## src/rtl/barcode_reader.sv

```systemverilog
// Serial barcode decoder.
// Recovers bit timing from the start-bit low width and shifts in an 8-bit
// station ID, MSB first. A well-formed ID (upper two bits zero) is latched
// on ID with a sticky ID_vld flag until the consumer pulses clr_ID_vld.
//
// Ports:
//   clk        system clock
//   rst        synchronous, active-high reset
//   BC         raw barcode line, asynchronous, idle high
//   clr_ID_vld single-cycle clear of ID_vld (a simultaneous set wins)
//   ID         last valid station ID
//   ID_vld     sticky "new ID held" flag
module barcode_reader #(
  parameter int unsigned CNT_W = 22
) (
  input  logic       clk,
  input  logic       rst,
  input  logic       BC,
  input  logic       clr_ID_vld,
  output logic [7:0] ID,
  output logic       ID_vld
);

  typedef enum logic [2:0] {
    StIdle,
    StStartLow,
    StWaitFall,
    StSample,
    StCheck
  } state_e;

  state_e state_q, state_d;

  logic             bc_meta_q, bc_sync_q, bc_hist_q;
  logic [1:0]       flush_q;
  logic             armed_q;
  logic [CNT_W-1:0] cnt_q, cnt_d;
  logic [CNT_W-1:0] start_w_q, start_w_d;
  logic [7:0]       shft_q, shft_d;
  logic [3:0]       bit_cnt_q, bit_cnt_d;
  logic [7:0]       id_q, id_d;
  logic             id_vld_q, id_vld_d;

  logic             fall;
  logic             cnt_sat;
  logic [CNT_W-1:0] cnt_inc;
  logic [CNT_W:0]   wait_lim;
  logic             wait_expired;

  // Edges are only honoured once the synchronizer holds real line data and
  // the line has been seen high; a reset while BC is low therefore cannot
  // fake a falling edge in the middle of a frame.
  assign fall         = armed_q & bc_hist_q & ~bc_sync_q;
  assign cnt_sat      = (cnt_q == {CNT_W{1'b1}});
  assign cnt_inc      = cnt_sat ? cnt_q : cnt_q + CNT_W'(1);
  assign wait_lim     = {start_w_q, 1'b0};
  assign wait_expired = ({1'b0, cnt_q} >= wait_lim);

  always_ff @(posedge clk) begin
    if (rst) begin
      bc_meta_q <= 1'b1;
      bc_sync_q <= 1'b1;
      bc_hist_q <= 1'b1;
      flush_q   <= 2'b00;
      armed_q   <= 1'b0;
    end else begin
      bc_meta_q <= BC;
      bc_sync_q <= bc_meta_q;
      bc_hist_q <= bc_sync_q;
      flush_q   <= {flush_q[0], 1'b1};
      if (flush_q[1] && bc_sync_q) armed_q <= 1'b1;
    end
  end

  always_ff @(posedge clk) begin
    if (rst) begin
      state_q   <= StIdle;
      cnt_q     <= '0;
      start_w_q <= '0;
      shft_q    <= '0;
      bit_cnt_q <= '0;
      id_q      <= '0;
      id_vld_q  <= 1'b0;
    end else begin
      state_q   <= state_d;
      cnt_q     <= cnt_d;
      start_w_q <= start_w_d;
      shft_q    <= shft_d;
      bit_cnt_q <= bit_cnt_d;
      id_q      <= id_d;
      id_vld_q  <= id_vld_d;
    end
  end

  always_comb begin
    state_d   = state_q;
    cnt_d     = cnt_q;
    start_w_d = start_w_q;
    shft_d    = shft_q;
    bit_cnt_d = bit_cnt_q;
    id_d      = id_q;
    id_vld_d  = id_vld_q & ~clr_ID_vld;

    unique case (state_q)
      StIdle: begin
        cnt_d = '0;
        if (fall) begin
          // The recognising cycle is itself low time, so start_w is never 0.
          cnt_d   = CNT_W'(1);
          state_d = StStartLow;
        end
      end
      StStartLow: begin
        if (bc_sync_q) begin
          start_w_d = cnt_q;
          bit_cnt_d = '0;
          cnt_d     = '0;
          state_d   = StWaitFall;
        end else if (cnt_sat) begin
          state_d = StIdle;
        end else begin
          cnt_d = cnt_inc;
        end
      end
      StWaitFall: begin
        if (fall) begin
          cnt_d   = '0;
          state_d = StSample;
        end else if (wait_expired) begin
          state_d = StIdle;
        end else begin
          cnt_d = cnt_inc;
        end
      end
      StSample: begin
        cnt_d = cnt_inc;
        if (cnt_q == start_w_q) begin
          shft_d    = {shft_q[6:0], bc_sync_q};
          bit_cnt_d = bit_cnt_q + 4'd1;
          cnt_d     = '0;
          state_d   = (bit_cnt_q == 4'd7) ? StCheck : StWaitFall;
        end
      end
      StCheck: begin
        if (shft_q[7:6] == 2'b00) begin
          id_d     = shft_q;
          id_vld_d = 1'b1;
        end
        state_d = StIdle;
      end
      default: state_d = StIdle;
    endcase
  end

  assign ID     = id_q;
  assign ID_vld = id_vld_q;

endmodule

```

## config.mk

```make
export PLATFORM = sky130hd
export DESIGN_NAME = barcode_reader
export DESIGN_NICKNAME = d
export VERILOG_FILES = /design/src/rtl/barcode_reader.sv
export SDC_FILE = /design/constraint.sdc
export NUM_CORES = 1
export LEC_CHECK = 0
export CELL_PAD_IN_SITES_DETAIL_PLACEMENT = 1
export CELL_PAD_IN_SITES_GLOBAL_PLACEMENT = 2
export CORE_AREA = 2 2 104 106
export DETAILED_ROUTE_END_ITERATION = 12
export DIE_AREA = 0 0 106 108
export GPL_ROUTABILITY_DRIVEN = 0
export GPL_TIMING_DRIVEN = 0
export PLACE_DENSITY_LB_ADDON = 0.08
export REMOVE_ABC_BUFFERS = 1
export SYNTH_ARGS = -nofsm -noshare
export SYNTH_HDL_FRONTEND = slang
export SYNTH_SLANG_ARGS = --single-unit
```

## constraint.sdc

```tcl
create_clock -name clk -period 4.2 [get_ports clk]
set_clock_uncertainty 0.1 [all_clocks]
set_input_delay 0.84 -clock clk [delete_from_list [all_inputs] [get_ports clk]]
set_output_delay 0.84 -clock clk [all_outputs]
set_load 0.05 [all_outputs]
```

# Word level (Yosys, flattened, before mapping)
# Index checks and enable logic that the tools add are counted.
# classes
addsub,2
order_cmp,1
n_eq_ne,14
mux,22
n_bitwise,5
n_reduce_logical,11
# ops
cell,n
22-bit two-way mux,6
22-bit case mux with 4 select lines,1
22-bit by 23-bit greater-or-equal comparator with 1-bit output,1
"22-bit by 1-bit adder with 22-bit output, second input constant",1
22-bit == test,1
"22-bit == test, second input constant",1
3-bit two-way mux,7
"3-bit != test, second input constant",4
3-bit case mux with 4 select lines,1
4-bit two-way mux,2
4-bit case mux with 2 select lines,1
"3-bit by 2-bit == test with 1-bit output, second input constant",2
"2-bit != test, second input constant",3
2-bit AND reduction,3
3-bit AND reduction,2
"4-bit by 1-bit adder with 4-bit output, second input constant",1
"4-bit by 3-bit == test with 1-bit output, second input constant",1
1-bit two-way mux,4
4-bit AND reduction,1
4-bit nonzero test,1
1-bit bitwise AND,3
"3-bit by 1-bit == test with 1-bit output, second input constant",1
"3-bit == test, second input constant",1
3-bit logical NOT,1
other kinds (4),5
# word_totals
regBits,74
inputBits,4

# Longest topological paths before layout
# Gate-level depths: netlist (run 1).
# logic_depth
depth_word,5
depth_mapped,10
depth_no_buf,8

# Least setup slack after synthesis (run 1)
# OpenSTA, ideal clock, no wires.
# synth_timing
path_kind,reg-to-reg
startpoint,register start_w_q[20]
endpoint,register cnt_q[20]
arrival_time_ps,2042
required_ps,3973
setup_slack_ps,1931
stages_incl_launch_ff,11
path_cell_list,dfxtp_1 inv_1 ha_1 nand3b_4 nor4_2 a22oi_1 a31oi_1 buf_2 buf_2 o21bai_1 nor3b_1
# synth_between
elab_chain_len,3
elab_cells_between_ends,6
# synth_lines
element,line,source
from (decl),38,"logic [CNT_W-1:0] start_w_q, start_w_d;"
from (signal assigned),87,start_w_q <= start_w_d;
22-bit by 23-bit greater-or-equal comparator with 1-bit output or 22-bit == test (tied branches),"57, 137",
3-bit != test (no source line) or 22-bit two-way mux (tied branches),n/a,
3-bit AND reduction (no source line) or 22-bit case mux with 4 select lines (tied branches),n/a,
to (signal assigned),86,cnt_q <= cnt_d;
to (decl),37,"logic [CNT_W-1:0] cnt_q, cnt_d;"
# Parallel ways exist; a longest one is shown, timed or not.
# A chain may end at the register's enable or synchronous reset.

# Worst setup path after layout (run 1)
# layout_timing
startpoint,register cnt_q[1]
endpoint,register cnt_q[10]
# layout_between
elab_chain_len,5
elab_cells_between_ends,14
# layout_lines
element,line,source
22-bit by 1-bit adder with 22-bit output or 22-bit == test (tied branches),"55, 54",
22-bit two-way mux,55,assign cnt_inc = cnt_sat ? cnt_q : cnt_q + CNT_W'(1);
"22-bit two-way mux, on equally long branches","129, 119",
"22-bit two-way mux, on equally long branches","126, 114",
22-bit case mux with 4 select lines,104,unique case (state_q)
# Parallel ways exist; a longest one is shown, timed or not. The select of a mux whose other input is x is not followed.

==> out/metrics.csv, run 1 <==
metric,value,unit
pin count of the biggest net entering global routing,41,
"Primary FF master, synth",dfxtp_1,
Leak,0.001563,uW
WL final,11.00,mm
Congestion Overflow GR,0,
# diodes,0,
Hold EP,bc_sync_q$_SDFF_PP1_,
Final min period,3110,ps
clock power share,0.363,
Root Buffer,clkbuf_8,
Clock Tree Buf Depth,2,
Worst Setup End Kind,register,
Mapped Cells,499,
reg-to-reg endpoint,cnt_q[10]$_SDFFE_PP0P_,
WP data arrival,3320,ps
share of cells above drive strength 1,0.07000,
synth warn,0,
Final Hold Fails,0,
hpwl dp,7.928,mm
number of H-tree levels,3,
hold crit path type,reg -> reg,
Site Rows,37,
Reg2Reg Setup Slack,1090,ps
Flop pwr share,0.463,
CTS resizes,0,
Routed wire per std cell,17.30,microns
clk sinks,74,
post-route design area,4436,sq um
Fmax,321.5,MHz
r2r worst-path depth,8,
status,finished clean,
DR vias/cell,5.445,
Post-synth EDFFs,0,
initial DRC count,97,
Setup CP Type,reg -> reg,
maximum VDD drop,0.2272,mV
Clock Latency Late Sink,360,ps
placed cell count,620,
global-route wire length before repair,18.17,mm
Worst Hold Slack,335.4,ps
"critical path fanouts, max",40,
reg2reg start,cnt_q[1]$_SDFFE_PP0P_,
Least-Margin Pin Slew,1278,ps
initial antenna violation count,0,
post-synthesis sequential area ratio,0.3665,
ANT nets after route,0,
Rel. slew slack,0.1454,
core area,10230,sq um
Die Ht,108,microns
Slew Limit Fails,0,
Die W,106,microns
All-Layer GR Usage,0.2057,
Pre-Repair DR Iteration Count,4,
RSZ-0062 raised after global routing,false,
Logic pwr share,0.174,
crit path launch,cnt_q[1]$_SDFFE_PP0P_,
IO Pins,13,
Die ar.,11450,sq um
post-placement cell area,4233,sq um
post-synthesis cell type count,56,
via count,3463,
clock slew at reported path FFs,90,ps
Overall Power,1588,uW
setup violators final,0,
synthesized flop and latch total,74,
fraction of registers with async set/reset,0,
NetSw,509.7,uW
vias in the first global route,3529,
synthesized area per cell,8.101,sq um
post-route non-filler standard cell count,636,
CTS tree,built,
filler cell count,1277,
Starting Density,0.3951,
Pint,1079,uW
DR DRC count,0,
hold_buf cts,0,
Worst Hold Launch,bc_meta_q$_SDFF_PP1_,
netlist area before placement,4043,sq um
Area Growth Syn to Fin,9.718,%
CP Launch Type,register,
CTS buffer count,9,
hold path depth,1,
Final #Nets,522,
Worst EP required,4410,ps
crit share post-route,0.7405,
Sw Share,0.3209,
Power Density,358.1,nW/um^2
max cap viols,0,
IO buf count,12,
Post-CTS Setup Inserts,0,
==> stage by stage <==
| stage | util | setup WS, ps | TNS [ps] |
|---|---|---|---|
| global route | 0.4335 | 795.0 | 0 |
| detailed placement | 0.4137 | 1089 | 0 |
| global placement | 0.4108 | -588.3 | -9893 |
| finish | 0.4335 | 1090 | 0 |
| CTS | 0.4335 | 1057 | 0 |
| floorplan | - | 1061 | 0 |
==> state kept, by name, indices dropped and copies added, names as in the netlist <==
name       count
state_q        3
ID             8
bc_meta_q      1
shft_q         8
start_w_q     22
bit_cnt_q      4
bc_sync_q      1
bc_hist_q      1
cnt_q         22
ID_vld         1
flush_q        2
armed_q        1
==> worst max path at each step <==
stage                                 to  slack (ps)
2_1_floorplan     cnt_q[10]$_SDFFE_PP0P_        1060
3_3_place_gp      cnt_q[21]$_SDFFE_PP0P_        -590
3_5_place_dp      cnt_q[20]$_SDFFE_PP0P_        1090
4_1_cts        bit_cnt_q[0]$_SDFFE_PP0P_        1060
5_1_grt           cnt_q[20]$_SDFFE_PP0P_         790
6_report          cnt_q[10]$_SDFFE_PP0P_        1090
==> cells in the mapped netlist (2+ instances only) <==
cell type,n,share of area
nor4_2,2,0.0062
clkbuf_1,13,0.012
nor2b_1,3,0.0046
nor3b_1,3,0.0056
nor3_2,4,0.0099
and3_1,5,0.0077
nand4_1,9,0.014
o31ai_1,6,0.011
nand2_1,73,0.068
o211ai_1,2,0.0037
and2_1,3,0.0046
nand4b_1,2,0.0043
buf_4,3,0.0056
nand3b_1,2,0.0037
mux2_2,2,0.0056
o21ai_0,15,0.019
a21o_1,3,0.0056
nor4_1,9,0.014
inv_1,29,0.027
mux2i_1,15,0.037
xnor2_1,6,0.013
and4_1,2,0.0043
or4_1,6,0.011
a211oi_1,4,0.0074
xor2_1,16,0.035
nor3_1,2,0.0025
a21oi_1,56,0.069
or3_1,12,0.019
dfxtp_1,74,0.37
ha_1,23,0.071
a31oi_1,3,0.0046
or2_2,4,0.0062
nor2_1,34,0.032
nand3_1,16,0.020
o22ai_1,2,0.0031
o32ai_1,4,0.0087
buf_2,10,0.012
nand2b_1,4,0.0062
==> cells by family after synthesis <==
family                   after synthesis  share of synthesized area
AO/OA/AOI/OAI                        105                     0.1538
XOR/XNOR                              22                    0.04766
adder cells (fa/ha/maj)               23                    0.07119
buffers and inverters                 58                    0.06004
flip-flops                            74                     0.3664
multiplexers                          17                    0.04271
AND/OR/NAND/NOR                      200                     0.2581
==> cell usage in the layout (no fill, tap or decap), types with 3 or more instances in the layout <==
cell type        instances
nor3b_1                  3
nor4_1                   9
mux2i_1                 15
nand2_1                 73
o32ai_1                  4
o21ai_0                 15
a21o_1                   3
and3_1                   5
nand2b_1                 4
and2_1                   3
nor2b_1                  3
xnor2_1                  6
clkdlybuf4s50_1         11
a21oi_1                 56
or3_1                   12
inv_1                   29
o31ai_1                  6
ha_1                    23
or2_2                    4
nor3_2                   4
clkbuf_8                10
xor2_1                  16
or4_1                    6
dfxtp_1                 74
nand4_1                  9
nor2_1                  34
nand3_1                 16
a211oi_1                 4
==> cell type report <==
class                           instances  area [sq um]  area share
Inverter                               30         112.6     0.02539
Clock buffer                           10         137.6     0.03103
Sequential cell                        74          1481      0.3340
Clock inverter                          6         65.06     0.01467
Tap cell                              136         170.2     0.03836
Multi-Input combinational cell        367          2333      0.5261
Timing Repair Buffer                   13         135.1     0.03047
==> critical path, stage by stage (launching register included) <==
cell and delay (ps):
dfxtp_1 450, inv_1 70, ha_1 280, nand3b_1 80
a311oi_1 440, o211ai_1 280, a31oi_4 820, nand2b_1 320
o221a_2 210
==> power by group through the flow <==
stage	combinational, uW	sequential, uW	clock, uW
3_3_place_gp	270	751	0
4_1_cts	280	735	603
5_1_grt	308	738	621
3_5_place_dp	278	752	0
6_report	277	735	576
2_1_floorplan	175	746	0
==> routing by layer <==
layer	global-route usage	wire [microns]	vias up
met5	0	0	-
met4	0.08177	180	0
met3	0.02351	208	12
met2	0.3438	5234	24
met1	0.2729	5378	1678
li1	-	-	1749
Note: power is estimated with default switching activity, not from simulation.
==> run 2: changes to the inputs <==
--- a/config.mk
+++ b/config.mk
@@ -7,9 +7,9 @@
 export LEC_CHECK = 0
 export CELL_PAD_IN_SITES_DETAIL_PLACEMENT = 1
 export CELL_PAD_IN_SITES_GLOBAL_PLACEMENT = 2
-export CORE_AREA = 2 2 104 106
+export CORE_AREA = 2 2 113 115
 export DETAILED_ROUTE_END_ITERATION = 12
-export DIE_AREA = 0 0 106 108
+export DIE_AREA = 0 0 115 117
 export GPL_ROUTABILITY_DRIVEN = 0
 export GPL_TIMING_DRIVEN = 0
 export PLACE_DENSITY_LB_ADDON = 0.08
==> constraint.sdc (replaced) <==
create_clock -name clk -period 2.85 [get_ports clk]
set_clock_uncertainty 0.1 [all_clocks]
set_input_delay 0.57 -clock clk [delete_from_list [all_inputs] [get_ports clk]]
set_output_delay 0.57 -clock clk [all_outputs]
set_load 0.05 [all_outputs]
==> out/metrics.csv, run 2 (synthesis gave the netlist of run 1 again) <==
metric,value,unit,change
metal2 WL,5.733,mm,was 5.234 mm
highest-count cells in the layout ignoring fill and taps,"dfxtp_1, nand2_1, a21oi_1",,unchanged
DR vias/cell,5.375,,was 5.445
setup violators final,0,,unchanged
Die ar.,13460,sq um,was 11450 sq um
Power Density,591.2,nW/um^2,was 358.1 nW/um^2
Worst Setup End Kind,register,,unchanged
Final WS setup,92.87,ps,was 1090 ps
Overall Power,2819,uW,was 1588 uW
Clock Tree Buf Depth,2,,unchanged
hpwl dp,8.079,mm,was 7.928 mm
Leak,0.001708,uW,was 0.001563 uW
via count,3553,,was 3463
clock power share,0.448,,was 0.363
Final #Nets,533,,was 522
Die W,115,microns,was 106 microns
ANT nets after route,0,,unchanged
Slew Limit Fails,0,,unchanged
maximum VDD drop,0.3413,mV,was 0.2272 mV
WL final,11.98,mm,was 11.00 mm
r2r worst-path depth,8,,unchanged
met1 WL,5.858,mm,was 5.378 mm
Crit path buffers/inverters,1,,unchanged
CP Launch Type,register,,unchanged
Fmax,362.7,MHz,was 321.5 MHz
register area,1481,sq um,unchanged
Largest regs,"cnt_q x22, start_w_q x22",,unchanged
hold path depth,1,,unchanged
# diodes,0,,unchanged
IO buf count,12,,unchanged
Area Growth Syn to Fin,17.95,%,was 9.718%
Die Ht,117,microns,was 108 microns
Congestion Overflow GR,0,,unchanged
Final min period,2757,ps,was 3110 ps
NetSw,843.5,uW,was 509.7 uW
All-Layer GR Usage,0.1891,,was 0.2057
pin count of the biggest net entering global routing,40,,was 41
core area,12310,sq um,was 10230 sq um
Slowest cell on crit path,nor4_4,,was a31oi_4
Worst EP required,3040,ps,was 4410 ps
crit-path max cell delay,440,ps,was 820 ps
crit share post-route,0.9674,,was 0.7405
max cap viols,0,,unchanged
"commonest non-fill, non-tap cell in the layout",dfxtp_1,,unchanged
multi-input logic area,2451,sq um,was 2333 sq um
clk sinks,74,,unchanged
hold crit path type,reg -> reg,,unchanged
number of H-tree levels,3,,unchanged
Setup CP Type,reg -> reg,,unchanged
global-route wire length before repair,19.39,mm,was 18.17 mm
post-route design area,4768,sq um,was 4436 sq um
worst slack at placement,-402.3,ps,was 1089 ps
DR top layer,met4,,unchanged
Clock Latency Late Sink,340,ps,was 360 ps
Crit path depth,8,,unchanged
filler cell count,1455,,was 1277
Pint,1976,uW,was 1079 uW
Flop pwr share,0.385,,was 0.463
initial antenna violation count,0,,unchanged
hold_buf cts,0,,unchanged
DR WL met3,269,microns,was 208 microns
WP data arrival,2950,ps,was 3320 ps
share of cells above drive strength 1,0.09393,,was 0.07000
Crit path max-delay family,simple AND/OR/NAND/NOR gates,,was compound AO/OA/AOI/OAI gates
Rel. slew slack,0.1510,,was 0.1454
Final Hold Fails,0,,unchanged
CTS tree,built,,unchanged
Logic pwr share,0.167,,was 0.174
Least-Margin Pin Slew,1270,ps,was 1278 ps
Site Rows,41,,was 37
RSZ-0062 raised after global routing,false,,unchanged
Starting Density,0.3284,,was 0.3951
worst path cell trace,"ha_1, nand3b_4, nor4_4, o211ai_1, buf_4, a31oi_4, nand2b_1, o221a_2",,"was inv_1, ha_1, nand3b_1, a311oi_1, o211ai_1, a31oi_4, nand2b_1, o221a_2"
Root Buffer,clkbuf_16,,was clkbuf_8
"critical path fanouts, max",10,,was 40
Routed wire per std cell,18.12,microns,was 17.30 microns
Sw Share,0.2992,,was 0.3209
CTS buffer count,9,,unchanged
vias in the first global route,3564,,was 3529
status,finished clean,,unchanged
Pre-Repair DR Iteration Count,4,,unchanged
DR DRC count,0,,unchanged
clock slew at reported path FFs,60,ps,was 90 ps
IO Pins,13,,unchanged
post-placement cell area,4250,sq um,was 4233 sq um
initial DRC count,97,,unchanged
[run 2: changes by cell type in the layout (fill, tap and decap cells not counted), moves of 2 or more]
cell       delta
a31oi_4       +3
buf_4         +7
clkbuf_16     +9
clkbuf_8      -9
nor3_2        -2
nor3_4        +2
nor4_2        -2
nor4_4        +2
[run 2: final timing paths]
path	startpoint	end	slack [ps]
hold reg to reg	bc_meta_q$_SDFF_PP1_	bc_sync_q$_SDFF_PP1_	310
setup reg to reg	cnt_q[21]$_SDFFE_PP0P_	cnt_q[10]$_SDFFE_PP0P_	90
setup / recovery	cnt_q[21]$_SDFFE_PP0P_	cnt_q[10]$_SDFFE_PP0P_	90
hold / removal	bc_meta_q$_SDFF_PP1_	bc_sync_q$_SDFF_PP1_	310
[run 2: cell type report]
class,instances,share of cell area
Inverter,30,0.02362
Multi-Input combinational cell,370,0.5140
Timing Repair Buffer,21,0.04356
Sequential cell,74,0.3107
Clock buffer,10,0.05012
Clock inverter,6,0.01863
Tap cell,150,0.03936
[run 2: stage by stage]
| step | utilization | hold slack, ps | cells | setup TNS [ps] |
|---|---|---|---|---|
| 2_1_floorplan | - | 289.5 | 471 | -5174 |
| 3_3_place_gp | 0.3428 | 295.5 | 633 | -54180 |
| 3_5_place_dp | 0.3452 | 307.2 | 634 | -9242 |
| 4_1_cts | 0.3854 | 323.4 | 661 | 0 |
| 5_1_grt | 0.3873 | 338.2 | 661 | 0 |
| 6_report | 0.3873 | 314.9 | 661 | 0 |
[run 2: power by group through the flow]
stage                     combinational [uW]  sequential, uW  clock [uW]
after floorplan                          259            1100           0
after global placement                   391            1110           0
after detailed placement                 402            1110           0
after CTS                                466            1090        1300
after global routing                     502            1090        1340
final                                    471            1080        1260
[run 2: timing repair]
action,CTS,global route
gates resized for setup,8,3
pin swaps,6,0
setup endpoints to repair,35,21
setup buffers,8,0
cloned,3,0
[run 2: metal layers]
layer / up-vias / GRT usage
met3: 8 / 0.03862
met4: 0 / 0.05060
li1: 1784 / -
met1: 1737 / 0.2498
met2: 24 / 0.3161
met5: - / 0
==> patch 1: new RTL, config.mk and constraints of run 2 <==
One comparison of `bit_cnt_q` changes from == to >=.
--- a/src/rtl/barcode_reader.sv
+++ b/src/rtl/barcode_reader.sv
@@ -138,7 +138,7 @@
           shft_d    = {shft_q[6:0], bc_sync_q};
           bit_cnt_d = bit_cnt_q + 4'd1;
           cnt_d     = '0;
-          state_d   = (bit_cnt_q == 4'd7) ? StCheck : StWaitFall;
+          state_d   = (bit_cnt_q >= 4'd7) ? StCheck : StWaitFall;
         end
       end
       StCheck: begin
Formal check against the unedited RTL: same outputs for any inputs over 10 cycles, from zero or initial values and one cycle with rst high; that may be too few to reach the edited logic, so the function may still have changed.
==> patch 1 against run 2 <==
Critical path type unchanged; final cell count is 0.30% higher; setup slack worse by 23 ps; maximum frequency down 0.82%; design area up 4.3%; sequential cell count stayed put; wire length down 1.3%; worst hold slack lost 2.1 ps; critical endpoint is now cnt_q[17]; synthesized cell count fell by 2.4%; synthesized area down 2.3%.
Power is not compared: it rests on default switching activity, and its combinational part moved more than twofold at a synthesized area within 25%.
==> patch 1: results (changes against run 2) <==
Status:
- The flow ran to the end, and the final reports show no timing, DRC or antenna violations.

Synthesis:
- The number of unique standard cell types used by synthesis is 51 (-8.9%).
- The sequential element share of the synthesized area is 37.49% (+0.85 points).
- The mean post-synth cell area was 8.114 um^2 (+0.15%).
- After synthesis, the cell types taking the most area are sky130_fd_sc_hd__dfxtp_1 37%, sky130_fd_sc_hd__ha_1 7.3%, sky130_fd_sc_hd__nand2_1 6.3%, sky130_fd_sc_hd__a21oi_1 6.1%, sky130_fd_sc_hd__xor2_1 4.7%.

Placed design:
- The final HPWL from detailed placement is 8196 um (+1.5%).
- The cell area after placement is 4218 um^2 (-0.77%).
- The placed cell count was 626 (-1.3%).

Final layout:
- The proportion of cell area occupied by registers came to 30.58% (-0.49 points).
- The total of clock buffers placed in the layout is 12 (+2).
- The multi-input combinational cell area is 2485 um^2 (+1.4%).
- The final design instance area without fill is 4971 um^2 (+4.3%).
- The number of signal-net inverters in the final layout is 25 (-17%).
- The fraction of final layout cells with drive strength greater than 1 came to 19.49% (+10 points).
- The number of filler instances in the final layout is 1456 (+0.069%).
- The non-clock buffer total of the final layout is 37 (+76%).

Global route:
- The via count of the first global-routing pass is 3607 (+1.2%).
- The first-pass GRT wire length is 19040 um (-1.8%).
- The maximum number of pins on one net before global-route repair came to 42 (+5.0%).

STA:
- The minimum hold slack is 312.7 ps (-2.127 ps).
- The upper clock frequency limit came to 359.7 MHz (-0.82%).
- The slew at the pin closest to its max-slew limit is 1069 ps (-200.4 ps).

Detailed routing:
- The total wire length is 11830 um (-1.3%).
- The average wire length per cell after detail routing is 17.84 um (-1.6%).
- The count of routing violations after the opening detailed-route iteration came to 155 (+60%).
- The detailed-route vias per instance came to 5.314 (-1.1%).

Worst setup path:
- The cell family contributing the most delay on the critical path is compound AO/OA/AOI/OAI gates.
- The critical path starts at cnt_q[8].
- The highest cell delay on the worst timing path came to 410 ps (-30 ps).
- The data arrival time of the critical path is 2940 ps (about the same).
- The worst setup path endpoint is cnt_q[17].
- The internal reg-to-reg setup slack is 70 ps (-20 ps).

Clocking:
- The number of setup buffers added after CTS is 11 (+3).
- The number of instances resized during post-cts repair is 37 (+29).
## patch 1: cell types whose count changed after synthesis, moves of 4 or more
cell,run 2,this run
sky130_fd_sc_hd__nand2_1,73,66
sky130_fd_sc_hd__or4_1,6,1
sky130_fd_sc_hd__nor3_1,2,11
sky130_fd_sc_hd__nor3_2,4,0
sky130_fd_sc_hd__or3_1,12,2
sky130_fd_sc_hd__xor2_1,16,21
sky130_fd_sc_hd__nor2_1,34,46
sky130_fd_sc_hd__buf_2,10,1
sky130_fd_sc_hd__clkbuf_1,13,26
sky130_fd_sc_hd__inv_1,29,25
sky130_fd_sc_hd__nand3b_1,2,7
sky130_fd_sc_hd__a21oi_1,56,48
sky130_fd_sc_hd__a211oi_1,4,10
sky130_fd_sc_hd__o32ai_1,4,0
## patch 1: report_power, final
part | leakage [nW] | switching, mW | total (mW) | internal, mW
Clock | 0.169 | 0.456 | 1.36 | 0.904
Sequential | 0.610 | 0.00396 | 1.04 | 1.03
Combinational | 1.07 | 0.0330 | 0.0492 | 0.0162
Total | 1.85 | 0.493 | 2.45 | 1.95
## patch 1: per-layer routing
metal | track usage (%) | up-vias | routed length (um)
met4 | 6.506 | 0 | 211
met1 | 24.42 | 1735 | 5644
met2 | 31.41 | 26 | 5763
met5 | 0 | - | 0
li1 | - | 1748 | -
met3 | 2.678 | 14 | 208
## patch 1: kinds of logic (layout without fill, tap and decap cells)
logic type,Yosys count,count (layout),share of synthesized area [%]
XOR/XNOR,28,28,6.207
flip-flops,74,74,37.49
AND/OR/NAND/NOR,192,192,23.72
multiplexers,14,14,3.546
adder cells (fa/ha/maj),23,23,7.283
buffers and inverters,53,78,5.256
AO/OA/AOI/OAI,103,104,16.50
==> patch 2: new RTL, config.mk and constraints of run 2 <==
Without the edit above. `CNT_W`: 22 -> 20.
--- a/src/rtl/barcode_reader.sv
+++ b/src/rtl/barcode_reader.sv
@@ -11,7 +11,7 @@
 //   ID         last valid station ID
 //   ID_vld     sticky "new ID held" flag
 module barcode_reader #(
-  parameter int unsigned CNT_W = 22
+  parameter int unsigned CNT_W = 20
 ) (
   input  logic       clk,
   input  logic       rst,
Check against the original RTL: same outputs for any inputs over 10 cycles, from zero or initial values and one cycle with rst high; that may be too few to reach the edited logic, so the function may still have changed.
==> patch 2 against run 2 <==
Wire length decreased by 10%; design area decreased by 3.6%; non-clock buffer count increased by 7; synthesized area decreased by 6.5%; setup slack improved by 18 ps; sequential cell count decreased by 4.
Power is not compared: it rests on default switching activity, and its combinational part moved more than twofold at a synthesized area within 25%.
==> patch 2: results (changes against run 2) <==
Worst setup path:
- The path depth of the worst reg2reg path is 11 (+3).
- Tracing the worst setup path back leads to its startpoint at start_w_q[5].
- The data arrival time of the critical path is 2860 ps (-90 ps).
- The internal reg-to-reg setup slack is 110 ps (+20 ps).
- The critical-path maximum fanout is 4 (-6).
- The highest cell delay on the worst timing path is 380 ps (-60 ps).

Synthesis:
- The adder-cell share of the synthesized area is 6.954% (-0.16 points).
- The sequential element share of the synthesized area is 37.09% (+0.44 points).
- The commonest cells after synthesis are 73 x sky130_fd_sc_hd__nand2_1, 70 x sky130_fd_sc_hd__dfxtp_1, 40 x sky130_fd_sc_hd__a21oi_1.
- The xor and xnor fraction of the mapped netlist area came to 5.331% (+0.56 points).
- In the post-synthesis netlist, the biggest area contributors are sky130_fd_sc_hd__dfxtp_1 37%, sky130_fd_sc_hd__nand2_1 7.3%, sky130_fd_sc_hd__ha_1 7.0%, sky130_fd_sc_hd__a21oi_1 5.3%, sky130_fd_sc_hd__xor2_1 5.1%.
- The share of the synthesized area in compound gates (AO/OA/AOI/OAI) is 16.59% (+1.2 points).

Final layout:
- The post-layout net count is 494 (-7.3%).
- The multi-input combinational cell area was 2317 um^2 (-5.5%).
- The multi-input combinational gate total is 334 (-9.7%).
- In the final layout, the registers with the most flip-flops are cnt_q x20, start_w_q x20.
- The area taken by flip-flops and latches is 1419 um^2 (-4.2%).
- The number of signal-net inverters in the final layout was 26 (-13%).
- The layout buffering overhead excluding clock cells came to 5.745% (+1.4 points).
- The number of filler instances in the final layout is 1444 (-0.76%).
- The non-clock buffer total of the final layout is 28 (+33%).

Clocking:
- The number of instances resized during post-cts repair came to 15 (+7).

STA:
- The minimum hold slack is 323.5 ps (+8.633 ps).
- The clock period minus final worst setup slack is 2739 ps (-17.84 ps).
- The worst slew margin relative to its limit is 23.31% (+8.2 points).

Detailed routing:
- The count of routing violations after the opening detailed-route iteration was 111 (+14%).
- The amount of wire on met3 after detailed routing was 163 um (-39%).
- The routed metal-1 wirelength is 5344 um (-8.8%).
- The detailed-route vias per instance was 5.074 (-5.6%).

Global route:
- The met1 track demand over resource came to 22.95% (-2.0 points).
- The met3 layer usage reported by global route is 2.678% (-1.2 points).
- The via count of the first global-routing pass is 3249 (-8.8%).
- The routing usage on met2 is 27.96% (-3.6 points).

Placed design:
- The post-placement setup slack is -419.2 ps (-16.88 ps).
- The final HPWL from detailed placement came to 7369 um (-8.8%).

Status:
- The run finished with clean final reports.
-- patch 2: changes by cell type after synthesis, moves of 5 or more --
| cell | delta |
|---|---|
| sky130_fd_sc_hd__a21oi_1 | -16 |
| sky130_fd_sc_hd__xor2_1 | +6 |
| sky130_fd_sc_hd__or3_1 | -10 |
| sky130_fd_sc_hd__nor3_1 | +6 |
| sky130_fd_sc_hd__xnor2_1 | -5 |
| sky130_fd_sc_hd__buf_2 | -6 |
| sky130_fd_sc_hd__or4_1 | -5 |
| sky130_fd_sc_hd__nand2b_1 | +5 |
| sky130_fd_sc_hd__o21ai_0 | -9 |
-- patch 2: report_power, final --
part | internal, mW | leakage, nW | switching [mW]
registers | 0.983 | 0.572 | 0.00289
clock network | 0.723 | 0.144 | 0.447
logic | 0.0128 | 1.02 | 0.0265
total | 1.72 | 1.74 | 0.477
-- patch 2: through the flow --
step	cell area (um^2)	std cells
after floorplan	3679	430
after global placement	3986	592
after detailed placement	4015	594
after CTS	4463	619
after global routing	4596	624
final	4596	624
